## src/rtl/ppc_config_controller_pkg.sv

```systemverilog
// Shared definitions for the ping-pong counter configuration controller:
// FSM state encoding, bound reset defaults and the default value width.
package ppc_config_controller_pkg;

    localparam int VAL_W_DEF = 4;
    localparam int MAX_RST   = 15;
    localparam int MIN_RST   = 0;

    typedef enum logic [1:0] {
        RUN      = 2'd0,
        EDIT_MAX = 2'd1,
        EDIT_MIN = 2'd2,
        COMMIT   = 2'd3
    } state_t;

endpackage

```

## src/rtl/ppc_config_controller_if.sv

```systemverilog
// Front-panel bus: raw buttons in, committed bounds and display/debug signals out.
// master = controller side, slave = board/counter side.
interface ppc_config_controller_if
    import ppc_config_controller_pkg::*;
#(
    parameter int VAL_W = VAL_W_DEF
);
    logic             btn_mode;
    logic             btn_up;
    logic             btn_down;
    logic [VAL_W-1:0] cnt_max;
    logic [VAL_W-1:0] cnt_min;
    logic             cnt_enable;
    logic             cnt_rst_n;
    logic [VAL_W-1:0] edit_val;
    logic [1:0]       state;
    logic             cfg_error;

    modport master (
        input  btn_mode,
        input  btn_up,
        input  btn_down,
        output cnt_max,
        output cnt_min,
        output cnt_enable,
        output cnt_rst_n,
        output edit_val,
        output state,
        output cfg_error
    );

    modport slave (
        output btn_mode,
        output btn_up,
        output btn_down,
        input  cnt_max,
        input  cnt_min,
        input  cnt_enable,
        input  cnt_rst_n,
        input  edit_val,
        input  state,
        input  cfg_error
    );

endinterface

```

## src/rtl/ppc_config_controller_btn_conditioner.sv

```systemverilog
// Push-button conditioner: tick-sampled debounce shift register followed by a
// registered one-cycle press pulse on the rising edge of the debounced level.
module btn_conditioner
    import ppc_config_controller_pkg::*;
#(
    parameter int DEB_LEN = 4
) (
    input  logic clk_origin,
    input  logic rst_n,
    input  logic tick_en,
    input  logic btn,
    output logic press
);

    logic [DEB_LEN-1:0] sh_p0;
    logic               deb_p1;
    logic               debounced;

    assign debounced = &sh_p0;

    always_ff @(posedge clk_origin or negedge rst_n) begin
        if (!rst_n) begin
            sh_p0  <= '0;
            deb_p1 <= 1'b0;
            press  <= 1'b0;
        end else begin
            // stage p0: sample the raw button once per tick
            if (tick_en) begin
                sh_p0 <= {sh_p0[DEB_LEN-2:0], btn};
            end
            // stage p1: remember the previous debounced level
            deb_p1 <= debounced;
            // stage p2: one pulse per press; release re-arms via deb_p1 falling
            press  <= debounced & ~deb_p1;
        end
    end

endmodule

```

## src/rtl/ppc_config_controller.sv

```systemverilog
// Configuration controller: tick generator, three button conditioners and the
// edit FSM that validates and commits new max/min bounds to the counter.
module ppc_config_controller
    import ppc_config_controller_pkg::*;
#(
    parameter int TICK_W  = 16,
    parameter int DEB_LEN = 4,
    parameter int VAL_W   = VAL_W_DEF
) (
    input  logic                     clk_origin,
    input  logic                     rst_n,
    ppc_config_controller_if.master  bus
);

    logic [TICK_W-1:0] tick_cnt;
    logic              tick_en;
    logic              mode_press;
    logic              up_press;
    logic              down_press;

    state_t            cur_state;
    logic [VAL_W-1:0]  shadow_max;
    logic [VAL_W-1:0]  shadow_min;
    logic [VAL_W-1:0]  max_val;
    logic [VAL_W-1:0]  min_val;
    logic              enable_reg;
    logic              reload_n;
    logic              error_flag;

    function automatic logic [VAL_W-1:0] sat_step(
        input logic [VAL_W-1:0] val,
        input logic             inc,
        input logic             dec
    );
        logic [VAL_W-1:0] res;
        res = val;
        if (inc && !dec && (val != {VAL_W{1'b1}})) begin
            res = val + VAL_W'(1);
        end else if (dec && !inc && (val != '0)) begin
            res = val - VAL_W'(1);
        end
        return res;
    endfunction

    always_ff @(posedge clk_origin or negedge rst_n) begin
        if (!rst_n) begin
            tick_cnt <= '0;
        end else begin
            tick_cnt <= tick_cnt + TICK_W'(1);
        end
    end

    assign tick_en = &tick_cnt;

    btn_conditioner #(.DEB_LEN(DEB_LEN)) u_mode (
        .clk_origin (clk_origin),
        .rst_n      (rst_n),
        .tick_en    (tick_en),
        .btn        (bus.btn_mode),
        .press      (mode_press)
    );

    btn_conditioner #(.DEB_LEN(DEB_LEN)) u_up (
        .clk_origin (clk_origin),
        .rst_n      (rst_n),
        .tick_en    (tick_en),
        .btn        (bus.btn_up),
        .press      (up_press)
    );

    btn_conditioner #(.DEB_LEN(DEB_LEN)) u_down (
        .clk_origin (clk_origin),
        .rst_n      (rst_n),
        .tick_en    (tick_en),
        .btn        (bus.btn_down),
        .press      (down_press)
    );

    always_ff @(posedge clk_origin or negedge rst_n) begin
        if (!rst_n) begin
            cur_state  <= RUN;
            max_val    <= VAL_W'(MAX_RST);
            min_val    <= VAL_W'(MIN_RST);
            shadow_max <= VAL_W'(MAX_RST);
            shadow_min <= VAL_W'(MIN_RST);
            enable_reg <= 1'b1;
            reload_n   <= 1'b1;
            error_flag <= 1'b0;
        end else begin
            reload_n <= 1'b1;
            case (cur_state)
                RUN: begin
                    if (mode_press) begin
                        cur_state  <= EDIT_MAX;
                        shadow_max <= max_val;
                        shadow_min <= min_val;
                        enable_reg <= 1'b0;
                        error_flag <= 1'b0;
                    end
                end
                EDIT_MAX: begin
                    // mode has priority; a simultaneous up/down is dropped
                    if (mode_press) begin
                        cur_state  <= EDIT_MIN;
                        error_flag <= 1'b0;
                    end else begin
                        shadow_max <= sat_step(shadow_max, up_press, down_press);
                    end
                end
                EDIT_MIN: begin
                    if (mode_press) begin
                        cur_state  <= COMMIT;
                        error_flag <= 1'b0;
                    end else begin
                        shadow_min <= sat_step(shadow_min, up_press, down_press);
                    end
                end
                COMMIT: begin
                    // an empty or inverted range is rejected and re-edited
                    if (shadow_max > shadow_min) begin
                        max_val    <= shadow_max;
                        min_val    <= shadow_min;
                        reload_n   <= 1'b0;
                        enable_reg <= 1'b1;
                        error_flag <= 1'b0;
                        cur_state  <= RUN;
                    end else begin
                        error_flag <= 1'b1;
                        cur_state  <= EDIT_MAX;
                    end
                end
                default: begin
                    cur_state <= RUN;
                end
            endcase
        end
    end

    assign bus.cnt_max    = max_val;
    assign bus.cnt_min    = min_val;
    assign bus.cnt_enable = enable_reg;
    assign bus.cnt_rst_n  = reload_n;
    assign bus.cfg_error  = error_flag;
    assign bus.state      = cur_state;
    assign bus.edit_val   = (cur_state == EDIT_MAX) ? shadow_max :
                            (cur_state == EDIT_MIN) ? shadow_min : '0;

endmodule

```

## src/flat_wrapper.sv

```systemverilog
// flat-port wrapper written by rule: the top's interface ports become plain ports
module ppc_config_controller_flat import ppc_config_controller_pkg::*;
#(
    parameter int TICK_W  = 16,
    parameter int DEB_LEN = 4,
    parameter int VAL_W   = VAL_W_DEF
)
  (clk_origin, rst_n, bus_btn_mode, bus_btn_up, bus_btn_down, bus_cnt_max, bus_cnt_min, bus_cnt_enable, bus_cnt_rst_n, bus_edit_val, bus_state, bus_cfg_error);
  ppc_config_controller_if #(.VAL_W(VAL_W)) bus_i ();
  input  logic clk_origin;
  input  logic rst_n;
  input wire logic [$bits(bus_i.btn_mode)-1:0] bus_btn_mode;
  input wire logic [$bits(bus_i.btn_up)-1:0] bus_btn_up;
  input wire logic [$bits(bus_i.btn_down)-1:0] bus_btn_down;
  output wire logic [$bits(bus_i.cnt_max)-1:0] bus_cnt_max;
  output wire logic [$bits(bus_i.cnt_min)-1:0] bus_cnt_min;
  output wire logic [$bits(bus_i.cnt_enable)-1:0] bus_cnt_enable;
  output wire logic [$bits(bus_i.cnt_rst_n)-1:0] bus_cnt_rst_n;
  output wire logic [$bits(bus_i.edit_val)-1:0] bus_edit_val;
  output wire logic [$bits(bus_i.state)-1:0] bus_state;
  output wire logic [$bits(bus_i.cfg_error)-1:0] bus_cfg_error;
  assign bus_i.btn_mode = bus_btn_mode;
  assign bus_i.btn_up = bus_btn_up;
  assign bus_i.btn_down = bus_btn_down;
  assign bus_cnt_max = bus_i.cnt_max;
  assign bus_cnt_min = bus_i.cnt_min;
  assign bus_cnt_enable = bus_i.cnt_enable;
  assign bus_cnt_rst_n = bus_i.cnt_rst_n;
  assign bus_edit_val = bus_i.edit_val;
  assign bus_state = bus_i.state;
  assign bus_cfg_error = bus_i.cfg_error;
  ppc_config_controller #(.TICK_W(TICK_W), .DEB_LEN(DEB_LEN), .VAL_W(VAL_W)) u_core (.clk_origin(clk_origin), .rst_n(rst_n), .bus(bus_i));
endmodule
```

## config.mk

```make
export PLATFORM = sky130hd
export DESIGN_NAME = ppc_config_controller_flat
export DESIGN_NICKNAME = d
export VERILOG_FILES = /design/src/rtl/ppc_config_controller_pkg.sv /design/src/rtl/ppc_config_controller_if.sv /design/src/rtl/ppc_config_controller_btn_conditioner.sv /design/src/rtl/ppc_config_controller.sv /design/src/flat_wrapper.sv
export SDC_FILE = /design/constraint.sdc
export NUM_CORES = 1
export LEC_CHECK = 0
export BUFFER_PORTS_ARGS = -buffer_cell sky130_fd_sc_hd__buf_2
export CORE_UTILIZATION = 40
export DETAILED_ROUTE_END_ITERATION = 16
export SYNTH_ARGS = -nofsm -noshare
export SYNTH_HDL_FRONTEND = slang
export SYNTH_SLANG_ARGS = --single-unit
```

## constraint.sdc

```tcl
create_clock -name clk_origin -period 2.95 [get_ports clk_origin]
set_clock_uncertainty 0.15 [all_clocks]
set_input_delay 0.1475 -clock clk_origin [delete_from_list [all_inputs] [get_ports clk_origin]]
set_output_delay 0.1475 -clock clk_origin [all_outputs]
set_load 0.005 [all_outputs]
```

* After elaboration in Yosys (flattened, before gate mapping)
Index checks and enable logic that the tools add are counted.
** Word-level totals
- Bits in registers :: 55
- Input port bits :: 5
- Output and inout bits :: 17
- Logic and storage cells :: 91
** Cells by class
- $add $sub $neg :: 5
- Magnitude comparators :: 1
- Equal/unequal tests :: 14
- Muxes and demuxes :: 23
- Bitwise operators :: 6
- Reduce and logical (&&, ||, !) cells :: 24
** Operators with widths (count)
- two-way mux 4 bit :: 10
- AND reduction 4 bit :: 5
- adder 16 x 1 -> 16 bit (second input constant) :: 1
- case mux 4 bit (2 select lines) :: 2
- AND reduction 16 bit :: 1
- != test 2 bit (second input constant) :: 5
- adder 4 x 1 -> 4 bit (second input constant) :: 2
- != test 4 bit (second input constant) :: 2
- case mux 2 bit (4 select lines) :: 1
- nonzero test 4 bit :: 2
- subtractor 4 x 1 -> 4 bit (second input constant) :: 2
- logical AND 1 bit :: 6
- two-way mux 2 bit :: 3
- != test 3 x 1 -> 1 bit (second input constant) :: 2
- AND reduction 3 bit :: 2
- nonzero test 2 bit :: 3
- two-way mux 1 bit :: 5
- == test 2 bit (second input constant) :: 2
- greater-than comparator 4 bit :: 1
- != test 2 x 1 -> 1 bit (second input constant) :: 2
- case mux 1 bit (2 select lines) :: 2
- bitwise AND 1 bit :: 3
- inverter 1 bit :: 3
- OR reduction 3 bit :: 1
- 4 further kinds :: 5

* Longest topological paths before layout
Gate-level depths: netlist of run 1.
- Depth after elaboration :: 7
- Depth in mapped cells :: 9
- Depth with buffers taken out :: 7

* Cells and area by module
Synthesis of run 1 repeated with hierarchy kept, for this count alone.
** Second synthesis, totals
- Cell total of the unflattened synthesis :: 242
- Area total of the unflattened synthesis :: 2773.9 sq um
** By module, submodules not included
- ppc_config_controller :: instances 1, cells an instance 206, area each 2132.0 sq um, sequential area each 938.4 sq um
- btn_conditioner :: instances 3, cells an instance 12, area each 214.0 sq um, sequential area each 150.1 sq um

* Worst setup path after synthesis of run 1
No wires, ideal clock.
- Path kind :: register to register
- Start point :: register u_core.shadow_max[1]
- End point :: register u_core.min_val[0], in the netlist u_core.bus.cnt_min[0]
- Library setup time :: 125 ps
- Arrival time :: 1788 ps
- Data required time :: 2675 ps
- Slack :: 887 ps
- Cell stages (with the launch flop) :: 7
- Buffers on the path :: 0
- Period minus slack after synthesis :: 2063 ps
- Cells stage by stage :: dfstp_2 -> ha_1 -> nor2b_1 -> o211ai_1 -> a21oi_1 -> nand2_1 -> mux2_2
** On the way
- Word-level cells in the longest chain between the ends :: 2
** Ends and longest elaborated chain
- start: declaration :: RTL line ppc_config_controller.sv:22 : logic [VAL_W-1:0] shadow_max;
- start signal: assignment :: RTL line ppc_config_controller.sv:84 : shadow_max <= VAL_W'(MAX_RST);
- start signal: assignment :: RTL line ppc_config_controller.sv:95 : shadow_max <= max_val;
- start signal: assignment :: RTL line ppc_config_controller.sv:107 : shadow_max <= sat_step(shadow_max, up_press, down_press);
- greater-than comparator 4 bit :: RTL line ppc_config_controller.sv:120 : if (shadow_max > shadow_min) begin
- AND reduction 2 bit (no line)
- end signal: assignment :: RTL line ppc_config_controller.sv:83 : min_val <= VAL_W'(MIN_RST);
- end signal: assignment :: RTL line ppc_config_controller.sv:122 : min_val <= shadow_min;
- end: declaration :: RTL line ppc_config_controller.sv:25 : logic [VAL_W-1:0] min_val;
No other way between the ends.
A chain may end at the register's enable or synchronous reset.

* Worst setup path in the final report of run 1
- Start point :: register u_core.shadow_min[1]
- End point :: register u_core.min_val[3], in the netlist u_core.bus.cnt_min[3]
** On the way
- Word-level cells in the longest chain between the ends :: 2
** Ends and longest elaborated chain
- start: declaration :: RTL line ppc_config_controller.sv:23 : logic [VAL_W-1:0] shadow_min;
- start signal: assignment :: RTL line ppc_config_controller.sv:85 : shadow_min <= VAL_W'(MIN_RST);
- start signal: assignment :: RTL line ppc_config_controller.sv:96 : shadow_min <= min_val;
- start signal: assignment :: RTL line ppc_config_controller.sv:115 : shadow_min <= sat_step(shadow_min, up_press, down_press);
- greater-than comparator 4 bit :: RTL line ppc_config_controller.sv:120
- AND reduction 2 bit (no line)
No other way between the ends.

==> impl_metrics.py, run 1 <==
metrics = {
    "job": {
        "max_cap_violations": 0,
    },
    "synthesis": {
        "mappedNetlistNets": 253,
        "synth_warnings": 0,
        "synth_ff_type": "dfrtp_1",
        "ys_seq_area_share_pct": 50.5,
        "postSynthCellCount": 233,
        "syn_area_mm2": 0.00275,
        "ys_types": 44,
        "avgSynthCellArea_um2": 11.8,
        "synthArstFlopShare_pct": 100,
        "synth_seq_cells": 55,
        "synth_edf_count": 0,
    },
    "worst_setup_path": {
        "path_delay_family": "flip-flops",
        "cpMaxStageDelayCell": "dfrtp_1",
        "max_stage_delay_ns": 0.52,
        "required_ns": 3.01,
        "critPathBufInv": 1,
        "crit_type": "reg2reg",
        "critPathLaunch": "u_core.shadow_min[1]",
        "worstPathCellList": "inv_1 > ha_1 > nor2b_1 > o211ai_1 > a21oi_1 > nand2_1 > mux2_2",
        "cp-end-kind": "flip-flop",
        "worstReg2RegStart": "u_core.shadow_min[1]",
        "worst_ep_arrival_time_ns": 2.39,
        "crit_fanout": 9,
        "startpoint_type": "flip-flop",
    },
    "clocking": {
        "post_cts_buffers": 0,
        "h-tree-depth": 2,
        "max-clock-path-buffers": 2,
        "cts_sinks": 55,
        "clkTransAtPathRegs_ns": 0.10,
        "clockRootBuffer": "clkbuf_8",
        "numCtsBuffers": 5,
        "clock_latency_ns": 0.31,
        "cts_tree": "yes",
    },
    "floorplan": {
        "pin_count": 22,
        "floorplan.rows": 29,
        "die_h_um": 84.9,
        "die_area_mm2": 0.00721,
        "floorplan.core_area_mm2": 0.00649,
        "initial_core_util_pct": 42.3,
        "die_w_um": 84.9,
    },
    "cells_and_area": {
        "layout.nets": 281,
        "diodes": 0,
        "nFillCells": 609,
        "drive_gt1_share_pct": 26.7,
        "syn_to_final_growth_pct": 11.5,
    },
    "global_route": {
        "grt_util_all_layers_pct": 15.0,
        "grt_use_met1_pct": 20.2,
        "grt_pass1_vias": 1754,
        "grtUsageMet2_pct": 23.6,
        "antenna_found_initial": 0,
        "grt.busiest_layer": "met2",
        "overflow": 0,
        "use_met3_pct": 4.28,
        "grt_max_degree": 34,
        "grt_pass1_wl_um": 8370,
    },
    "power": {
        "p_leak_nw": 1.48,
        "max-vdd-ir-drop_uv": 250,
        "power_density_mw_per_mm2": 404,
        "power_mw": 1.24,
    },
    "route": {
        "antenna_left": 0,
        "viasPerCell": 5.27,
        "firstDrtPassIters": 6,
        "wl_um": 4890,
        "wl_per_cell_um": 14.4,
        "drt_iter0_markers": 60,
        "drc": 0,
        "vias": 1787,
    },
    "sta": {
        "tns_ns": 0,
        "finalHoldViolCount": 0,
        "max_freq_mhz": 428,
        "slew_viol_final": 0,
        "min_period_ns": 2.33,
        "slew_headroom_pct": 51.5,
        "min_period_over_period_pct": 79.1,
        "tightest_slew_ns": 0.727,
        "grt_setup_unrepaired": "false",
        "setup_viol": 0,
    },
    "place": {
        "routabilityCongestion": 0.856,
        "dp_hpwl_um": 3490,
        "io_buffers": 21,
    },
    "worst_hold_path": {
        "hp-class": "reg2reg",
        "min-delay-start": "u_core.u_up.deb_p1",
    },
    "status": {
        "status": "finished clean",
    },
}
## layer usage
layer | routed length (um) | vias to the layer above
met1 | 2450 | 871
met4 | 44 | 0
met5 | 0 | -
li1 | - | 877
met3 | 167 | 4
met2 | 2220 | 35
## timing repair
item                      in CTS  in global routing
gates resized for setup        0                  0
hold buffers                   4                  0
hold endpoints to repair      30                  0
## through the flow
step / std cells / worst slack (ns) / hold WS (ns) / cell area, um^2 / util [%]
6_report: 339 / 0.616 / 0.247 / 3070 / 47.2
5_1_grt: 339 / 0.475 / 0.269 / 3070 / 47.2
4_1_cts: 339 / 0.618 / 0.248 / 3070 / 47.2
3_5_place_dp: 327 / 0.632 / 0.0958 / 2920 / 45.0
3_3_place_gp: 327 / 0.695 / 0.0893 / 2920 / 45.0
2_1_floorplan: 233 / 0.887 / -0.298 / 2750 / -
## kinds of logic (layout without fill, tap and decap cells)
| logic type | count (synthesis) | after routing | share of synthesized area [%] |
|---|---|---|---|
| buf+inv | 18 | 47 | 3.18 |
| flops | 55 | 55 | 50.5 |
| mux | 21 | 21 | 9.96 |
| compound gates | 38 | 38 | 9.87 |
| fa+ha+maj | 15 | 15 | 7.37 |
| xor+xnor | 18 | 18 | 5.73 |
| simple gates | 68 | 68 | 13.4 |
## final cells by class
cell class	instances	area [um^2]	share of cell area, %
inverters	12	45.0	1.47
well taps	77	96.3	3.14
clock buffers	6	82.6	2.69
clock inverters	2	20.0	0.653
multi-input cells	160	1270	41.5
flip-flops and latches	55	1390	45.3
repair buffers	27	160	5.22
## cell usage in the layout, fill, tap and decap left out, drive strengths merged, types with 2 or more instances in the layout
cell type and count:
a2111o 2, a211oi 2, a21o 2, a21oi 8
and3 2, and4 4, buf 23, clkbuf 6
dfrtp 45, dfstp 10, dlygate4sd3 4, fa 2
ha 13, inv 13, mux2 21, nand2 22
nand2b 3, nand3 7, nand4 3, nor2 15
nor2b 5, nor3 4, o211ai 3, o21ai 8
o221ai 4, o32ai 2, o41ai 2, xnor2 11
xor2 7
## worst reg2reg max path: stages, from the launching register on
cell	delay [ns]
dfrtp_1	0.52
inv_1	0.08
ha_1	0.30
nor2b_1	0.14
o211ai_1	0.16
a21oi_1	0.13
nand2_1	0.36
mux2_2	0.39
## synth_stat cells, types with 2 or more instances
master	n	area, um^2
xnor2_1	11	96.3
nand2b_1	3	18.8
a2111o_1	2	22.5
ha_1	13	163
nor2_1	14	52.6
a21o_1	2	15.0
mux2_2	11	124
a211oi_1	2	15.0
mux2_4	10	150
o211ai_1	3	22.5
dfrtp_1	45	1130
dfstp_2	10	263
and3_1	2	12.5
nor3_1	3	15.0
nand4_1	2	12.5
o221ai_1	4	35.0
inv_1	12	45.0
o21ai_0	5	25.0
o32ai_1	2	17.5
xor2_1	7	61.3
o21ai_1	3	15.0
buf_2	3	15.0
a21oi_1	8	40.0
clkbuf_1	2	7.51
nand3_1	7	35.0
fa_1	2	40.0
nand2_2	2	12.5
nor2b_1	5	31.3
nand2_1	20	75.1
and4_1	4	35.0
## where the power goes
group	switching [mW]	internal (mW)	total (mW)	leakage (nW)
combinational	0.0152	0.00704	0.0223	0.705
clock	0.264	0.198	0.463	0.0533
sequential	0	0.754	0.754	0.718
## registers in the layout, indices dropped and copies added (netlist names), 2 cells and up
signal,cells
u_core.u_up.sh_p0,4
u_core.bus.state,2
u_core.bus.cnt_min,4
u_core.shadow_max,4
u_core.shadow_min,4
u_core.bus.cnt_max,4
u_core.u_mode.sh_p0,4
u_core.u_down.sh_p0,4
u_core.tick_cnt,16
## path summary, 6_finish.rpt
path | endpoint | slack (ns) | depth (start not counted)
max in group asynchronous | u_core.bus.cnt_max[0] | 1.64 | 3
min | u_core.u_up.press | 0.25 | 1
max reg2reg | u_core.bus.cnt_min[3] | 0.62 | 7
min reg2reg | u_core.u_up.press | 0.25 | 1
max | u_core.bus.cnt_min[3] | 0.62 | 7
min in group asynchronous | u_core.bus.cnt_min[0] | 0.27 | 2
No activity file was read; power rests on OpenSTA's default activity.
==> run 2: changes to the inputs <==
clock period = 1.98 ns   (was 2.95 ns; I/O delays follow)
==> impl_metrics.py, run 2 (synthesis results as in run 1) <==
metrics = {
    "status": {
        "status": "complete, but fails checks",
        "violations": "negative setup slack",
    },
    "cells_and_area": {
        "syn_to_final_growth_pct": 23.5,
        "fin_util_pct": 52.3,
        "largest-register": "u_core.tick_cnt",
        "largest_register_ffs": 16,
        "multi_input_area_mm2": 0.00137,
        "diodes": 0,
        "drive_gt1_share_pct": 38.1,
        "final-seq-area_mm2": 0.00139,
        "layout.nets": 310,
        "nFillCells": 552,
        "layout_common_cells": "dfrtp_1, buf_4, buf_2, nand2_1, mux2_4",
        "final_cells": 368,
        "final_common_cell": "dfrtp_1",
    },
    "worst_setup_path": {
        "max_stage_delay_ns": 0.44,
        "worst_ep_arrival_time_ns": 2.07,
        "startpoint_type": "flip-flop",
        "critPathBufInv": 1,
        "path_delay_family": "flip-flops",
        "crit_type": "reg2reg",
        "cp-end-kind": "flip-flop",
        "cpMaxStageDelayCell": "dfrtp_1",
        "required_ns": 2.03,
        "crit_fanout": 5,
        "worstPathCellList": "inv_1 > ha_1 > and4_1 > a21oi_2 > nand2_4 > mux2_4",
    },
    "sta": {
        "grt_setup_unrepaired": "true",
        "min_period_ns": 2.02,
        "min_period_over_period_pct": 102,
        "slew_viol_final": 0,
        "max_freq_mhz": 495,
        "tightest_slew_ns": 0.381,
        "fin_hold_ws_ns": 0.166,
        "finalHoldViolCount": 0,
        "setup_viol": 4,
        "slew_headroom_pct": 74.3,
        "finalWorstSetupSlack_ns": -0.0385,
    },
    "route": {
        "drt_iter0_markers": 37,
        "wl_um": 5250,
        "antenna_left": 0,
        "viasPerCell": 5.10,
        "wl_per_cell_um": 14.3,
        "firstDrtPassIters": 6,
        "drc": 0,
        "vias": 1876,
    },
    "floorplan": {
        "die_w_um": 84.9,
        "floorplan.rows": 29,
        "pin_count": 22,
        "die_area_mm2": 0.00721,
        "die_h_um": 84.9,
        "floorplan.core_area_mm2": 0.00649,
        "initial_core_util_pct": 42.3,
    },
    "clocking": {
        "cts_sinks": 55,
        "numCtsBuffers": 5,
        "clockRootBuffer": "clkbuf_8",
        "h-tree-depth": 2,
        "cts_tree": "yes",
        "clkTransAtPathRegs_ns": 0.11,
        "clock_latency_ns": 0.31,
        "max-clock-path-buffers": 2,
    },
    "place": {
        "routabilityCongestion": 0.820,
        "io_buffers": 21,
        "dp_hpwl_um": 3640,
        "dp_slack_ns": -0.0450,
        "dp.cells": 351,
    },
    "power": {
        "max-vdd-ir-drop_uv": 421,
        "p_leak_nw": 1.66,
        "power_mw": 1.84,
        "power_density_mw_per_mm2": 541,
    },
    "global_route": {
        "antenna_found_initial": 0,
        "overflow": 0,
        "grt_pass1_vias": 1805,
        "grt_max_degree": 56,
        "grt_pass1_wl_um": 8720,
        "grt_util_all_layers_pct": 15.3,
    },
    "job": {
        "max_cap_violations": 0,
    },
    "worst_hold_path": {
        "hp-class": "in2async",
    },
}
-- run 2: cell count changes in the layout (fill, tap and decap cells not counted), sizes merged --
cell and change:
clkinv -1, clkinvlp +1, buf +28, nand2 +1
-- run 2: per-layer routing --
layer | GRT usage [%] | vias to the layer above | share of wire [%]
met5 | 0 | - | 0
met4 | 4.62 | 0 | 1.2
met3 | 3.11 | 7 | 2.4
met2 | 24.0 | 24 | 46
met1 | 21.4 | 910 | 50
li1 | - | 935 | -
-- run 2: through the flow --
step | setup TNS, ns | instance area (um^2)
2_1_floorplan | 0 | 2750
3_3_place_gp | 0 | 3130
3_5_place_dp | -0.159 | 3130
4_1_cts | -0.0186 | 3290
5_1_grt | -1.03 | 3400
6_report | -0.112 | 3400
-- run 2: cell type report --
class / instances / area share (%)
sequential: 55 / 40.9
multi-input combinational: 161 / 40.3
timing repair buffer: 55 / 11.6
tap: 77 / 2.84
clock buffer: 6 / 2.43
inverter: 12 / 1.33
clock inverter: 2 / 0.552
-- run 2: what timing repair did --
| item | 4_1_cts | 5_1_grt |
|---|---|---|
| setup endpoints to repair | 8 | 17 |
| gates resized for setup | 1 | 20 |
| pin swaps | 1 | 7 |
| buffers inserted | 1 | 3 |
| hold endpoints to repair | 58 | 0 |
| hold buffers | 4 | 0 |
| cloned | 1 | 0 |
-- run 2: worst paths after layout --
kind,startpoint,endpoint,slack (ns),depth (start not counted)
worst min-delay path,rst_n,u_core.tick_cnt[5],0.17,3
max in group asynchronous,rst_n,u_core.shadow_max[2],1.21,3
worst max register to register,u_core.shadow_min[2],u_core.bus.cnt_min[2],-0.04,6
worst min register to register,u_core.u_down.deb_p1,u_core.u_down.press,0.25,1
worst max-delay path,u_core.shadow_min[2],u_core.bus.cnt_min[2],-0.04,6
min in group clk_origin,u_core.u_down.deb_p1,u_core.u_down.press,0.25,1
-- run 2: report_power, final --
group	leakage [nW]	internal, mW	switching (mW)
registers	0.718	1.12	0
clock network	0.0493	0.293	0.386
logic	0.895	0.0122	0.0231
-- run 2: worst register-to-register path, cell delays in order (launching register included) --
cell	delay (ns)
dfrtp_1	0.44
inv_1	0.09
ha_1	0.32
and4_1	0.22
a21oi_2	0.23
nand2_4	0.13
mux2_4	0.33
==> run 3: changes to the inputs <==
ABC_AREA = 1   (was unset)
CORE_UTILIZATION = 35   (was 40)
==> impl_metrics.py, run 3 <==
metrics = {
    "status": {
        "status": "finished clean",
    },
    "sta": {
        "setup_viol": 0,
        "grt_setup_unrepaired": "true",
        "slew_headroom_pct": 68.9,
        "max_freq_mhz": 524,
        "finalHoldViolCount": 0,
        "finalWorstSetupSlack_ns": 0.0720,
        "tightest_slew_ns": 0.466,
        "slew_viol_final": 0,
        "fin_hold_ws_ns": 0.121,
        "min_period_over_period_pct": 96.4,
        "min_period_ns": 1.91,
    },
    "cells_and_area": {
        "final_common_cell": "nand2_1",
        "diodes": 0,
        "largest-register": "u_core.tick_cnt",
        "nFillCells": 753,
        "multi_input_area_mm2": 0.00129,
        "layout.nets": 404,
        "largest_register_ffs": 16,
        "drive_gt1_share_pct": 23.6,
        "fin_area_mm2": 0.00344,
        "layout_common_cells": "nand2_1, dfrtp_1, inv_1, buf_4",
        "syn_to_final_growth_pct": 22.5,
        "final-seq-area_mm2": 0.00139,
        "fin_util_pct": 44.5,
    },
    "route": {
        "wl_per_cell_um": 11.7,
        "vias": 2220,
        "drt_iter0_markers": 118,
        "antenna_left": 0,
        "drc": 0,
        "firstDrtPassIters": 4,
        "wl_um": 5690,
        "viasPerCell": 4.56,
    },
    "worst_setup_path": {
        "critPathBufInv": 1,
        "path_delay_family": "simple AND/OR/NAND/NOR gates",
        "cp-end-kind": "flip-flop",
        "required_ns": 2.06,
        "cpMaxStageDelayCell": "dfrtp_1",
        "worstPathCellList": "nor2_4 > nand2_4 > buf_4 > fa_2 > or2_2 > a22oi_1 > o21ai_1",
        "startpoint_type": "flip-flop",
        "worst_ep_arrival_time_ns": 1.99,
        "crit_fanout": 4,
        "max_stage_delay_ns": 0.43,
        "crit_type": "reg2reg",
    },
    "floorplan": {
        "initial_core_util_pct": 36.3,
        "die_h_um": 91.5,
        "floorplan.rows": 32,
        "floorplan.core_area_mm2": 0.00773,
        "pin_count": 22,
        "die_area_mm2": 0.00838,
        "die_w_um": 91.5,
    },
    "synthesis": {
        "syn_area_mm2": 0.00281,
        "synth_warnings": 0,
        "mappedNetlistNets": 348,
        "synthTopCellsByCount": "nand2_1, dfrtp_1, inv_1, o21ai_0, nand3_1",
        "synth_most_common_cell": "nand2_1",
        "postSynthCellCount": 328,
        "synth_edf_count": 0,
        "synth_seq_cells": 55,
        "synthArstFlopShare_pct": 100,
        "synthTopCellsByArea": "dfrtp_1, nand2_1, dfstp_2",
        "avgSynthCellArea_um2": 8.55,
        "yosysTopAreaCellShare_pct": 40.1,
        "synth_ff_type": "dfrtp_1",
        "ys_types": 30,
        "yosysTopAreaCell": "dfrtp_1",
        "ys_seq_area_share_pct": 49.5,
    },
    "global_route": {
        "grt_use_met1_pct": 19.9,
        "antenna_found_initial": 0,
        "grt_util_all_layers_pct": 14.7,
        "grt_pass1_wl_um": 9930,
        "grt_max_degree": 39,
        "overflow": 0,
        "grtUsageMet2_pct": 24.1,
        "grt.busiest_layer": "met2",
        "grt_pass1_vias": 2190,
        "use_met3_pct": 2.85,
    },
    "place": {
        "io_buffers": 21,
        "routabilityCongestion": 0.845,
        "dp_slack_ns": -0.0766,
        "placed_area_mm2": 0.00317,
        "dp_hpwl_um": 4090,
    },
    "clocking": {
        "h-tree-depth": 2,
        "numCtsBuffers": 5,
        "cts_sinks": 55,
        "max-clock-path-buffers": 2,
        "clock_latency_ns": 0.31,
        "clockRootBuffer": "clkbuf_8",
        "clkTransAtPathRegs_ns": 0.10,
        "cts_tree": "yes",
    },
    "power": {
        "comb_power_share_pct": 2.0,
        "p_leak_nw": 1.70,
        "pwr-share-seq_pct": 62.9,
        "intPower_mw": 1.39,
        "power_density_mw_per_mm2": 520,
        "power.switching_uw": 396,
        "swShare_pct": 22.2,
        "clkPwrFrac_pct": 35.1,
        "max-vdd-ir-drop_uv": 259,
    },
    "worst_hold_path": {
        "hp-class": "in2async",
    },
    "job": {
        "max_cap_violations": 0,
    },
}
==> run 3: changes by cell type in the layout (fill, tap and decap cells not counted), moves of 7 or more <==
cell	delta
nand3_1	+14
mux2_4	-14
inv_1	+29
o21ai_0	+14
nand2_1	+71
xnor2_1	-10
mux2_2	-7
==> run 3: final timing paths <==
check / startpoint / endpoint / cells past startpoint / slack [ns]
worst min register to register: u_core.u_mode.deb_p1 / u_core.u_mode.press / 1 / 0.26
worst max-delay path: u_core.u_down.press / u_core.shadow_max[2] / 7 / 0.07
worst min-delay path: rst_n / u_core.bus.cnt_min[1] / 2 / 0.12
worst max register to register: u_core.u_down.press / u_core.shadow_max[2] / 7 / 0.07
max in group asynchronous: rst_n / u_core.shadow_min[2] / 3 / 1.01
min in group clk_origin: u_core.u_mode.deb_p1 / u_core.u_mode.press / 1 / 0.26
==> run 3: metrics by stage <==
step                TNS, ns  power [mW]  instances
finish                    0        1.79        487
detailed placement   -0.125        1.18        466
global route        -0.0737        1.86        487
CTS                       0        1.82        478
global placement          0        1.18        466
floorplan                 0        1.15        328
==> run 3: logic make-up (layout without fill, tap and decap cells) <==
kind of cell    after synthesis  count (layout)  synth area share (%)
flops                        55              55                  49.5
fa+ha+maj                    15              15                  7.23
simple gates                158             158                  24.7
xor+xnor                     13              13                  4.06
compound gates               40              40                  7.58
mux                           1               1                 0.357
buf+inv                      46             103                  6.56
==> run 3: area by class of cell <==
class                           count  share of cell area [%]
Tap cell                          102                    3.71
Timing Repair Buffer               54                    11.1
Clock buffer                        6                    2.11
Multi-Input combinational cell    227                    37.6
Clock inverter                      2                   0.473
Inverter                           41                    4.48
Sequential cell                    55                    40.4
==> run 3: power by group through the flow <==
stage               clock (mW)  combinational, mW  sequential, mW
floorplan                    0          0.0000315            1.15
finish                   0.628             0.0353            1.12
global placement             0             0.0315            1.14
global route             0.698             0.0419            1.12
CTS                      0.660             0.0376            1.12
detailed placement           0             0.0316            1.14
==> run 3: routing by layer <==
| layer | routed length, um | share of wire [%] | up-vias |
|---|---|---|---|
| met5 | 0 | 0 | - |
| met4 | 43 | 0.76 | 0 |
| met3 | 179 | 3.1 | 5 |
| met1 | 2710 | 48 | 1017 |
| met2 | 2760 | 48 | 33 |
| li1 | - | - | 1165 |
==> run 3: worst register-to-register path, delay by kind of cell (launching register included) <==
kind / cells / cell delay, ns
AOI/OAI and AO/OA: 2 / 0.24
and+or+nand+nor: 3 / 0.55
adders and majority gates: 1 / 0.33
DFF: 1 / 0.43
buffers and inverters: 1 / 0.14
==> run 3: timing repair <==
action	CTS	global route
endpoints found under the setup margin	4	17
buffers inserted	0	9
hold buffers	4	0
pin swaps	0	9
resized for setup	4	19
hold endpoints to repair	58	0
